**config.mk**
```make
export PLATFORM = sky130hd
export DESIGN_NAME = omu
export DESIGN_NICKNAME = d
export VERILOG_FILES = /design/src/rtl/omu.sv
export SDC_FILE = /design/constraint.sdc
export NUM_CORES = 1
export LEC_CHECK = 0
export CAP_MARGIN = 20
export CORE_MARGIN = 5
export CORE_UTILIZATION = 54
export CTS_CLUSTER_DIAMETER = 60
export DETAILED_ROUTE_END_ITERATION = 8
export PLACE_DENSITY = 0.94
export SKIP_CTS_REPAIR_TIMING = 1
export SYNTH_ARGS = -nofsm -noshare
export SYNTH_HDL_FRONTEND = slang
export SYNTH_SLANG_ARGS = --single-unit
```
**constraint.sdc**
```tcl
create_clock -name clk -period 7.2 [get_ports clk]
set_input_delay 1.44 -clock clk [delete_from_list [all_inputs] [get_ports clk]]
set_output_delay 1.44 -clock clk [all_outputs]
set_load 0.01 [all_outputs]
```
**src/rtl/omu.sv**
```systemverilog
// Output move unit: streams 64-bit dsram words to an ICB target as pairs of
// 32-bit writes (low half, then high half), one transaction outstanding at a time.
module omu #(
    parameter int unsigned AW = 16
) (
    input  logic          clk,
    input  logic          rst_n,
    input  logic          trigger,
    input  logic [31:0]   output_base,
    input  logic [15:0]   xfer_len,
    output logic          busy,
    output logic          xfer_done,
    output logic          err_flag,
    output logic [AW-1:0] dsram_addr,
    output logic          dsram_rd_en,
    input  logic [63:0]   dsram_rdata,
    output logic          icb_cmd_valid,
    input  logic          icb_cmd_ready,
    output logic          icb_cmd_read,
    output logic [31:0]   icb_cmd_addr,
    output logic [31:0]   icb_cmd_wdata,
    output logic [3:0]    icb_cmd_wmask,
    input  logic          icb_rsp_valid,
    output logic          icb_rsp_ready,
    input  logic [31:0]   icb_rsp_rdata,
    input  logic          icb_rsp_err
);

    localparam int unsigned DW = 64;
    localparam int unsigned BW = 32;
    localparam int unsigned LW = 16;

    typedef enum logic [2:0] {
        S_IDLE   = 3'd0,
        S_RD     = 3'd1,
        S_CAP    = 3'd2,
        S_CMD_LO = 3'd3,
        S_RSP_LO = 3'd4,
        S_CMD_HI = 3'd5,
        S_RSP_HI = 3'd6,
        S_DONE   = 3'd7
    } state_t;

    state_t        r_state;
    logic [BW-1:0] r_base;
    logic [LW-1:0] r_len;
    logic [LW-1:0] r_idx;
    logic [DW-1:0] r_hold;

    logic [BW-1:0] w_addr_lo;
    logic [LW-1:0] w_idx_inc;
    logic          w_more;
    logic          w_unused_ok;

    // Byte address of the current word; wraps modulo 2^32 by construction.
    assign w_addr_lo = r_base + BW'({r_idx, 3'b000});
    assign w_idx_inc = r_idx + LW'(1);
    assign w_more    = (17'(r_idx) + 17'd1) < 17'(r_len);

    assign icb_cmd_read  = 1'b0;
    assign icb_cmd_wmask = 4'hF;

    // Read data is never consumed; the low hold half is forwarded straight from dsram.
    assign w_unused_ok = ^{icb_rsp_rdata, r_hold[BW-1:0]};

    always_ff @(posedge clk or negedge rst_n) begin
        if (!rst_n) begin
            r_state       <= S_IDLE;
            r_base        <= '0;
            r_len         <= '0;
            r_idx         <= '0;
            r_hold        <= '0;
            busy          <= 1'b0;
            xfer_done     <= 1'b0;
            err_flag      <= 1'b0;
            dsram_addr    <= '0;
            dsram_rd_en   <= 1'b0;
            icb_cmd_valid <= 1'b0;
            icb_cmd_addr  <= '0;
            icb_cmd_wdata <= '0;
            icb_rsp_ready <= 1'b0;
        end else begin
            xfer_done   <= 1'b0;
            dsram_rd_en <= 1'b0;
            case (r_state)
                S_IDLE: begin
                    if (trigger) begin
                        r_base   <= output_base;
                        r_len    <= xfer_len;
                        r_idx    <= '0;
                        err_flag <= 1'b0;
                        busy     <= 1'b1;
                        if (xfer_len != '0) begin
                            r_state     <= S_RD;
                            dsram_rd_en <= 1'b1;
                            dsram_addr  <= '0;
                        end else begin
                            r_state <= S_DONE;
                        end
                    end
                end
                S_RD: begin
                    r_state <= S_CAP;
                end
                S_CAP: begin
                    r_hold        <= dsram_rdata;
                    icb_cmd_valid <= 1'b1;
                    icb_cmd_addr  <= w_addr_lo;
                    icb_cmd_wdata <= dsram_rdata[BW-1:0];
                    r_state       <= S_CMD_LO;
                end
                S_CMD_LO: begin
                    if (icb_cmd_valid && icb_cmd_ready) begin
                        icb_cmd_valid <= 1'b0;
                        icb_rsp_ready <= 1'b1;
                        r_state       <= S_RSP_LO;
                    end
                end
                S_RSP_LO: begin
                    if (icb_rsp_valid && icb_rsp_ready) begin
                        if (icb_rsp_err) begin
                            err_flag <= 1'b1;
                        end
                        icb_rsp_ready <= 1'b0;
                        icb_cmd_valid <= 1'b1;
                        icb_cmd_addr  <= w_addr_lo + BW'(4);
                        icb_cmd_wdata <= r_hold[DW-1:BW];
                        r_state       <= S_CMD_HI;
                    end
                end
                S_CMD_HI: begin
                    if (icb_cmd_valid && icb_cmd_ready) begin
                        icb_cmd_valid <= 1'b0;
                        icb_rsp_ready <= 1'b1;
                        r_state       <= S_RSP_HI;
                    end
                end
                S_RSP_HI: begin
                    if (icb_rsp_valid && icb_rsp_ready) begin
                        if (icb_rsp_err) begin
                            err_flag <= 1'b1;
                        end
                        icb_rsp_ready <= 1'b0;
                        r_idx         <= w_idx_inc;
                        if (w_more) begin
                            r_state     <= S_RD;
                            dsram_rd_en <= 1'b1;
                            dsram_addr  <= AW'(w_idx_inc);
                        end else begin
                            r_state <= S_DONE;
                        end
                    end
                end
                S_DONE: begin
                    xfer_done <= 1'b1;
                    busy      <= 1'b0;
                    r_state   <= S_IDLE;
                end
                default: begin
                    r_state <= S_IDLE;
                end
            endcase
        end
    end

endmodule

```
* After elaboration in Yosys (flattened, before gate mapping)
Index checks and enable logic that the tools add are counted. W data, S select, Z words.
Cells by class: add/sub/neg operators 4, multiply operators 0, div/mod/pow operators 0, $lt $le $gt $ge 1, equal/unequal tests 17, shifts and indexed selects 0, mux-type cells 38, bitwise logic cells 0, reduce and logical (&&, ||, !) cells 21
Operators with widths (count):
- $pmux W32 S2 | 2
- $mux W16 | 6
- $mux W32 | 2
- $pmux W16 S2 | 2
- $add A32 B19 Y32 | 1
- $add A32 B3 Y32 const B | 1
- $pmux W3 S8 | 1
- $mux W3 | 7
- $add A16 B1 Y17 const B | 1
- $lt A17 B16 Y1 | 1
- $add A16 B1 Y16 const B | 1
- $reduce_bool A16 Y1 | 1
- $ne A2 B2 Y1 const B | 7
- $mux W1 | 13
- $eq A3 B3 Y1 const B | 4
- $reduce_and A5 Y1 | 2
- $reduce_bool A2 Y1 | 5
- $reduce_and A3 Y1 | 3
- $pmux W1 S2 | 4
- $eq A3 B2 Y1 const B | 2
- $ne A2 B1 Y1 const B | 3
- $reduce_and A2 Y1 | 3
- $reduce_and A4 Y1 | 1
- $reduce_or A2 Y1 | 2
- 5 further kinds | 6
Storage, ports and cells: flip-flop bits (word level) 217, bits in latches 0, RAM bits 0, bits in read-only memories 0, input port bits 150, logic and storage cells 95, memories kept 0

* Depth between registers and ports, before layout
depth after elaboration 5, mapped depth 19

* Least setup slack after synthesis
OpenSTA, ideal clock, no wires.
path kind register to register, from register r_idx[0], to register dsram_addr[0], library setup time 79 ps, arrival 3514 ps, data required time 7121 ps, slack 3606 ps, cell stages (with the launch flop) 18, path buffers 2, period minus slack after synthesis 3594 ps, path through dfrtp_1 > ha_1 > and3_1 > and3_1 > and3_1 > nand3_1 > xor2_1 > inv_1 > ha_1 > a21oi_1 > nor2b_1 > a311o_1 > a21o_1 > a31oi_1 > nor2b_1 > buf_2 > buf_2 > mux2i_1
Between the ends: cells in the longest elaborated chain, start to end 4
Ends and longest elaborated chain:
- start, declared | RTL line 47 | logic [LW-1:0] r_idx;
- start signal, assigned | RTL line 144 | r_idx <= w_idx_inc;
- $add A16 B1 Y17 / $add A16 B1 Y16 (equally long branches) | RTL line 58, 57
- $lt A17 B16 Y1 / $mux W16 (equally long branches) | RTL line 58, 145
- $ne A2 B2 Y1 (no line) / $mux W16 (equally long branches)
- $reduce_and A5 Y1 (no line) / $pmux W16 S2 (equally long branches)
- end signal, assigned | RTL line 148 | dsram_addr <= AW'(w_idx_inc);
- end, declared | RTL line 14 | output logic [AW-1:0] dsram_addr,
Parallel ways exist; a longest one is shown, timed or not. The select of a mux whose other input is x is not followed. A chain may end at the register's enable or synchronous reset.

* Final worst setup path
from register r_idx[0], to register dsram_addr[6]
Same word-level chain as after synthesis.

==> impl_metrics.ini <==
[detailed_routing]
viasPerCell = 5.91
drc = 0
antenna_left = 0
vias = 9002
wl_per_cell_um = 18.5
first_iter_violations = 768
drtPass1Iterations = 5
routed_wl_um = 28200

[placement]
gp_congestion = 0.885
hpwl_um = 19600
place_inst = 1489
io_buffer_count = 203

[setup_path]
critPathTopFamily = simple AND/OR/NAND/NOR gates
endpoint_kind = flop
crit_required_ns = 7.52
cp-start-kind = flop
slowest_delay_ns = 0.50
r2r_setup_slack_ns = 2.86
critPathBufInv = 2
cp.depth = 16
crit_fanout = 17
timing_worst_setup_path_type = reg -> reg
crit_start = r_idx[0]
r2r-start = r_idx[0]
worstReg2RegEnd = dsram_addr[6]
cpMostUsedCell = and3_1
cp_cell_sequence = ha_1 > and3_1 > and3_1 > and3_1 > nand3_1 > xor2_1 > inv_1 > ha_1 > a21oi_1 > nor2b_1 > a311o_1 > a21o_1 > a31oi_1 > nor2b_1 > buf_4 > mux2_2
cp-endpoint = dsram_addr[6]
slowest_stage = dfrtp_1
cp_data_arrival_time_ns = 4.67
r2r_cells = 16

[synth]
synth_area_per_cell_um2 = 9.13
synth.distinct_cells = 83
syn_area_um2 = 10100
ys_ff_latch = 185
synth-async-reset-ratio_pct = 100
ys_seq_area_share_pct = 45.9
ys.warnings.count = 0
synth_flop_cell = dfrtp_1
synth_edf_count = 0
synth_cells = 1104

[clock_network]
cts_tree = done
clockBufferDepth = 2
clock_latency_ns = 0.44
cts_buffers = 17
cts-root-buf = clkbuf_16
cts.sinks = 185
cts_max_level = 4
cts.clk_slew.worst_paths_ns = 0.07

[global_routing]
grt_max_degree = 121
grt_util_all_layers_pct = 26.1
antenna_found_initial = 1
grt_pass1_wl_um = 45800
grt-ovfl-total = 0
grt_pass1_vias = 9068

[hold_path]
hold_path_class = reg -> reg

[power_and_ir_drop]
p_leak_nw = 5.73
vdd_drop_max_v = 0.000244
power.density_nw_per_um2 = 365

[cells_and_area]
layout-drive-gt1-share_pct = 8.92
area_growth_pct = 28.0
mostFrequentLayoutCells = nand2_1 (246), clkdlybuf4s50_1 (202), dfrtp_1 (185)
instances_no_fill = 1524
final_common_cell = nand2_1
nNetsFinal = 1460
fillers = 1309

[sta]
setup_viol = 0
setup_tns_ns = 0
final.setup_skew_ns = 0.0122
maxSlewViolCount = 0
tightestPinTransition_ns = 0.952
final-hold-violation-count = 0
maxSlewHeadroom_pct = 36.0
period_share_pct = 60.3
fmax_ghz = 0.230
period_needed_ns = 4.34
rsz0062_at_grt = false

[floorplan]
io_pins = 241
fp.dieH_um = 147
coreArea_um2 = 18500
initial_core_util_pct = 54.4
die_w_um = 147
dieArea_um2 = 21500
fp-row-count = 50

[run]
drv_cap = 0

[run_status]
status = completed
-- state kept, by name, indices dropped and copies added (netlist names), 3 cells and up --
| signal | flops |
|---|---|
| icb_cmd_addr | 32 |
| dsram_addr | 16 |
| r_len | 16 |
| r_state | 3 |
| r_base | 32 |
| r_idx | 16 |
| r_hold | 32 |
| icb_cmd_wdata | 32 |
-- worst min path at each step --
stage                    start               to  slack (ns)  depth (start not counted)
2_1_floorplan         r_len[0]         r_len[0]        0.44                          2
3_3_place_gp   icb_cmd_addr[1]  icb_cmd_addr[1]        0.45                          2
3_5_place_dp   icb_cmd_addr[5]  icb_cmd_addr[5]        0.46                          2
4_1_cts        icb_cmd_addr[5]  icb_cmd_addr[5]        0.48                          2
5_1_grt              r_base[8]        r_base[8]        0.49                          2
6_report       icb_cmd_addr[5]  icb_cmd_addr[5]        0.48                          2
-- synthesized netlist by cell type (13+ instances only) --
master / n / area share (%)
nand2_1: 246 / 9.2
dfrtp_1: 185 / 46
nor2_1: 71 / 2.6
o21ai_0: 65 / 3.2
clkbuf_1: 48 / 1.8
mux2_2: 40 / 4.5
a31oi_1: 38 / 2.4
inv_1: 36 / 1.3
a21oi_1: 35 / 1.7
ha_1: 33 / 4.1
xor2_1: 33 / 2.9
nand3_1: 28 / 1.4
xnor2_1: 24 / 2.1
and3_1: 20 / 1.2
nor3_1: 17 / 0.84
nand4_1: 13 / 0.81
-- worst register-to-register path, delay by kind of cell (launching register included) --
kind	cells	cell delay (ns)
and+or+nand+nor	6	1.17
AOI/OAI and AO/OA	4	0.92
adders and majority gates	2	0.61
DFF	1	0.50
buffers and inverters	2	0.39
muxes	1	0.38
xor gates and xnor gates	1	0.27
-- per-stage QoR --
step | util [%] | hold slack, ns | instance area [um^2] | setup WS (ns) | power [mW]
6_report | 69.7 | 0.475 | 12900 | 2.86 | 4.72
5_1_grt | 69.7 | 0.494 | 12900 | 2.63 | 5.01
4_1_cts | 69.4 | 0.481 | 12900 | 2.94 | 4.69
3_5_place_dp | 66.1 | 0.461 | 12200 | 3.06 | 3.71
3_3_place_gp | 66.1 | 0.452 | 12200 | 3.08 | 3.59
2_1_floorplan | - | 0.440 | 10100 | 3.61 | 2.92
-- power by group --
part / leakage (nW) / switching (mW) / internal [mW]
clock: 0.297 / 0.492 / 0.478
sequential: 2.28 / 0.282 / 1.46
combinational: 3.16 / 1.09 / 0.920
-- area by class of cell --
cell class	instances	area [um^2]	share of cell area, %
multi-input cells	821	5070	39.3
flip-flops and latches	185	4630	35.9
repair buffers	214	2150	16.6
clock buffers	17	425	3.30
well taps	234	293	2.27
clock inverters	15	198	1.53
inverters	37	139	1.08
diodes	1	2.50	0.0194
-- routing by layer --
metal,vias to the layer above,GRT usage (%),routed length [um]
li1,4167,-,-
met2,399,43.7,13700
met4,0,11.8,1220
met1,4341,32.9,11400
met5,-,0,0
met3,95,5.21,1880
-- cell families after synthesis --
family / after synthesis / synth area share (%)
AND/OR/NAND/NOR: 456 / 20.8
multiplexers: 51 / 5.56
other: 2 / 0.0745
buffers and inverters: 101 / 4.13
flip-flops: 185 / 45.9
XOR/XNOR: 59 / 5.27
AO/OA/AOI/OAI: 216 / 13.9
adder cells (fa/ha/maj): 34 / 4.29
Power figures use the tool's default switching activity.
